[src/rtl/neuron_stream_feeder.sv]
// Walks NUM_NEURONS x CHUNKS operand words from two ROMs into a mac_acc_sigmoid node, waits
// out its pipeline, and returns each sigmoid result on a valid/ready port tagged by neuron.
module neuron_stream_feeder #(
    parameter int DATA_W      = 128,
    parameter int OUT_W       = 8,
    parameter int ADDR_W      = 6,
    parameter int CHUNKS      = 4,
    parameter int NUM_NEURONS = 10,
    parameter int PIPE_LAT    = 2
) (
    input  logic              clk,
    input  logic              rst,
    input  logic              start,
    output logic              busy,
    output logic              done,
    output logic              mem_rd,
    output logic [ADDR_W-1:0] mem_addr,
    input  logic [DATA_W-1:0] p_rdata,
    input  logic [DATA_W-1:0] w_rdata,
    output logic              mac_rst,
    output logic [DATA_W-1:0] mac_p,
    output logic [DATA_W-1:0] mac_w,
    input  logic [OUT_W-1:0]  mac_dout,
    output logic              res_valid,
    input  logic              res_ready,
    output logic [OUT_W-1:0]  res_data,
    output logic [3:0]        res_index
);
    localparam int CNT_MAX = (CHUNKS > PIPE_LAT + 1) ? CHUNKS : PIPE_LAT + 1;
    localparam int CNT_W   = $clog2(CNT_MAX + 1);

    typedef enum logic [2:0] {IDLE, CLEAR, FEED, WAIT, EMIT} state_t;

    state_t           state;
    logic [3:0]       neuron;
    logic [CNT_W-1:0] chunk;   // FEED chunk index, reused as the WAIT cycle count

    always_ff @(posedge clk) begin
        if (rst) begin
            state     <= IDLE;
            busy      <= 1'b0;
            done      <= 1'b0;
            mem_rd    <= 1'b0;
            mem_addr  <= '0;
            mac_rst   <= 1'b1;
            mac_p     <= '0;
            mac_w     <= '0;
            res_valid <= 1'b0;
            res_data  <= '0;
            res_index <= '0;
            neuron    <= '0;
            chunk     <= '0;
        end else begin
            done  <= 1'b0;
            mac_p <= '0;
            mac_w <= '0;
            case (state)
                IDLE: begin
                    mac_rst <= 1'b1;
                    if (start) begin
                        state    <= CLEAR;
                        neuron   <= '0;
                        busy     <= 1'b1;
                        mem_rd   <= 1'b1;
                        mem_addr <= '0;
                    end
                end
                CLEAR: begin
                    state   <= FEED;
                    chunk   <= '0;
                    mac_rst <= 1'b0;
                    if (CHUNKS > 1) begin
                        mem_rd   <= 1'b1;
                        mem_addr <= mem_addr + ADDR_W'(1);
                    end else begin
                        mem_rd <= 1'b0;
                    end
                end
                FEED: begin
                    // ROM data returned this cycle belongs to the word addressed one cycle earlier
                    mac_p <= p_rdata;
                    mac_w <= w_rdata;
                    if (chunk == CNT_W'(CHUNKS - 1)) begin
                        state  <= WAIT;
                        chunk  <= '0;
                        mem_rd <= 1'b0;
                    end else begin
                        chunk <= chunk + CNT_W'(1);
                        if (32'(chunk) + 2 < CHUNKS) begin
                            mem_rd   <= 1'b1;
                            mem_addr <= mem_addr + ADDR_W'(1);
                        end else begin
                            mem_rd <= 1'b0;
                        end
                    end
                end
                WAIT: begin
                    if (chunk == CNT_W'(PIPE_LAT)) begin
                        state     <= EMIT;
                        res_data  <= mac_dout;
                        res_index <= neuron;
                        res_valid <= 1'b1;
                    end else begin
                        chunk <= chunk + CNT_W'(1);
                    end
                end
                EMIT: begin
                    // accumulator is left untouched here so mac_dout stays valid while stalled
                    if (res_ready) begin
                        res_valid <= 1'b0;
                        mac_rst   <= 1'b1;
                        if (neuron == 4'(NUM_NEURONS - 1)) begin
                            state <= IDLE;
                            busy  <= 1'b0;
                            done  <= 1'b1;
                        end else begin
                            state    <= CLEAR;
                            neuron   <= neuron + 4'd1;
                            mem_rd   <= 1'b1;
                            mem_addr <= ADDR_W'((32'(neuron) + 1) * CHUNKS);
                        end
                    end
                end
                default: state <= IDLE;
            endcase
        end
    end
endmodule

[config.mk]
export PLATFORM = sky130hd
export DESIGN_NAME = neuron_stream_feeder
export DESIGN_NICKNAME = d
export VERILOG_FILES = /design/src/rtl/neuron_stream_feeder.sv
export SDC_FILE = /design/constraint.sdc
export NUM_CORES = 1
export LEC_CHECK = 0
export ABC_AREA = 1
export CORE_AREA = 2 2 212 214
export DETAILED_ROUTE_END_ITERATION = 6
export DIE_AREA = 0 0 214 216
export SYNTH_ARGS = -nofsm -noshare
export SYNTH_HDL_FRONTEND = slang
export SYNTH_SLANG_ARGS = --single-unit
export TNS_END_PERCENT = 50
[constraint.sdc]
create_clock -name clk -period 2.41 [get_ports clk]
set_input_delay 0.723 -clock clk [delete_from_list [all_inputs] [get_ports clk]]
set_output_delay 0.723 -clock clk [all_outputs]
set_load 0.02 [all_outputs]
==> results.py <==
metrics = {
    "sta": {
        "report.final.hold_viol_count": 0,
        "fin_crit_sh_pct": 96.8,
        "setup_violations": 0,
        "relSlewSlack_pct": 71.4,
        "finalMaxSlewViolations": 0,
        "fin_tns_setup_ps": 0,
        "rsz0062_at_grt": "no",
        "worst_slew_pin_slew_ps": 428,
        "clock.fmax_mhz": 429,
        "skew_ps": 11.7,
        "post-route-min-period_ps": 2330,
    },
    "setup_path": {
        "start_kind": "flip-flop",
        "reg2reg_from": "state[0]$_SDFFE_PP0P_",
        "crit_type": "flip-flop to primary output",
        "crit_start": "mem_addr[4]$_SDFFE_PP0P_",
        "r2r_cells": 9,
        "arrival_ps": 1610,
        "worstSetupEndpointType": "primary output",
        "critPathTopFamily": "buffers and inverters",
        "regToRegSetupSlack_ps": 850,
        "critPathCapture": "mem_addr[4]",
        "crit_buf_inv": 1,
        "reg2reg_to": "neuron[2]$_SDFFE_PP0P_",
        "path_max_fanout": 3,
        "cp_slowest_cell": "clkdlybuf4s50_1",
        "critical_path_depth": 1,
        "cp.required_ps": 1690,
        "cp_cell_sequence": "clkdlybuf4s50_1",
        "slowest_delay_ps": 670,
    },
    "logic_synthesis": {
        "yosysSeqAreaShare_pct": 65.0,
        "yosys.area.top_type": "dfxtp_1",
        "synth_area_sq_um": 8910,
        "synth_nets": 1310,
        "synth.distinct_cells": 27,
        "synth_cells": 1034,
        "synth.area.top_cells": "dfxtp_1 (65%), nor2_1 (13%), inv_1 (12%), nand2_1 (1.9%), buf_4 (1.8%)",
        "synth_top_area_share_pct": 65.0,
        "synth_seq_cells": 289,
        "syn_avg_cell_area_sq_um": 8.61,
        "synth-warning-count": 0,
    },
    "route": {
        "drt_pass1_iterations": 4,
        "viasPerCell": 3.58,
        "vias": 7935,
        "drt_iter0_markers": 317,
        "ant_nets": 0,
        "finalWirelength_mm": 29.7,
        "wire_per_inst_um": 13.4,
        "drc_errors": 0,
    },
    "final_layout": {
        "fin_cells": 2215,
        "fin_nets": 1874,
        "syn2layout_area_growth_pct": 81.0,
        "design_area_sq_um": 16100,
        "drive_above_1_share_pct": 5.06,
    },
    "pwr": {
        "ir_worst_vdd_uv": 512,
        "power_density_nw_per_um2": 794,
        "p_leak_nw": 7.44,
        "total_power_mw": 12.8,
    },
    "place": {
        "place_inst": 2157,
        "dpl_cell_area_sq_um": 15100,
        "post-dp-hpwl_mm": 24.0,
        "port_buffers": 546,
        "gp_congestion": 0.842,
    },
    "outcome": {
        "status": "complete, no violations",
    },
    "floorplanning": {
        "core_sq_um": 43800,
        "dieArea_sq_um": 46200,
        "die_y_um": 216,
        "fp.dieW_um": 214,
        "rows": 77,
        "ios": 547,
        "start_util_pct": 20.3,
    },
    "job": {
        "cap_violations": 0,
    },
    "clock_network": {
        "numCtsBuffers": 31,
        "cts_root_buf": "clkbuf_16",
        "path_clk_slew_ps": 60,
        "cts_sinks": 289,
        "clockBufferDepth": 3,
        "tritoncts": "built",
        "worstSkewPairLatency_ps": 570,
        "htree_num_levels": 1,
    },
    "global_route": {
        "grt_max_degree": 48,
        "grt_overflow": 0,
        "grt_pass1_vias": 8447,
        "grt_pass1_wl_mm": 45.3,
        "grt_use_total_pct": 12.3,
        "antenna_found_initial": 2,
    },
    "min_path": {
        "hold_class": "flip-flop to flip-flop",
        "min-delay-start": "mem_rd$_SDFFE_PP0P_",
    },
}
## worst min-delay path by stage
stage                               endpoint  slack, ps  cells past startpoint
finish                   mem_rd$_SDFFE_PP0P_        470                      2
global route        res_data[2]$_SDFFE_PP0P_        520                      2
CTS                      mem_rd$_SDFFE_PP0P_        480                      2
detailed placement       mem_rd$_SDFFE_PP0P_        470                      2
global placement    res_data[3]$_SDFFE_PP0P_        460                      2
floorplan              chunk[0]$_SDFFE_PP0P_        470                      2
## synth_stat cells, drive strengths merged
cell type and number:
clkbuf 3, nor2 307, nand4 1, nand3 18, nand3b 1, or2 1
a21boi 1, xor2 1, o211ai 1, a21oi 11, inv 288, buf 32
nand2 48, o21ai 22, dfxtp 289, o21a 2, ha 8
## metal layers
metal  part of all wire [%]  track usage [%]  up-vias
met3                     10             4.89       50
met2                     49             22.1      375
met1                     38             13.1     3500
li1                       -                -     4010
met4                    2.9             4.43        0
met5                      0                0        -
## report_power, final
group | total, mW | leakage, nW | internal, mW | switching (mW)
combinational | 2.80 | 4.62 | 1.37 | 1.43
sequential | 5.40 | 2.34 | 5.21 | 0.193
clock | 4.60 | 0.477 | 2.67 | 1.92
## metrics by stage
stage / hold slack (ps) / setup slack, ps / utilization, %
after floorplan: 468 / 811 / -
after global placement: 464 / 386 / 34.5
after detailed placement: 472 / 342 / 34.5
after CTS: 483 / 11.3 / 36.8
after global routing: 522 / 17.6 / 36.8
final: 474 / 77.8 / 36.8
## timing repair
action / CTS / global route
hold buffers: 0 / 0
setup endpoints to repair: 0 / 1
resized for setup: 0 / 1
buffers inserted: 0 / 0
## placed cells by master, fill, tap and decap left out, types with 3 or more instances in the layout
master	count
clkinvlp_4	3
nor2_1	303
o21ai_0	21
dfxtp_1	289
buf_4	13
clkdlybuf4s50_1	545
inv_1	284
clkbuf_1	10
nand3_1	15
clkbuf_8	6
ha_1	8
clkbuf_16	31
inv_2	3
nor2_2	4
nand2_1	45
buf_12	7
a21oi_1	11
## area by class of cell
type | instances | area, sq um
tap | 592 | 741
multi-input combinational | 422 | 1810
clock buffer | 47 | 896
fill | 4463 | 27700
clock inverter | 9 | 100
timing repair buffer | 566 | 5710
inverter | 288 | 1080
antenna | 2 | 5.00
sequential | 289 | 5790
## state kept, by name, indices dropped and copies added (netlist names)
name and flops:
mac_p 128, mac_w 128, res_data 8, mem_addr 6
neuron 4, res_index 4, chunk 3, state 3
busy 1, done 1, mac_rst 1, mem_rd 1
res_valid 1
## cells by family (layout without fill, tap and decap cells)
family	Yosys count	in the layout	synth area share, %
buffers and inverters	323	910	14.8
adders and majority gates	8	8	1.12
AOI/OAI and AO/OA	37	37	2.23
and+or+nand+nor	376	376	16.8
DFF	289	289	65.0
xor gates and xnor gates	1	1	0.0984
other	0	2	0
(Power assumes the default switching activity.)
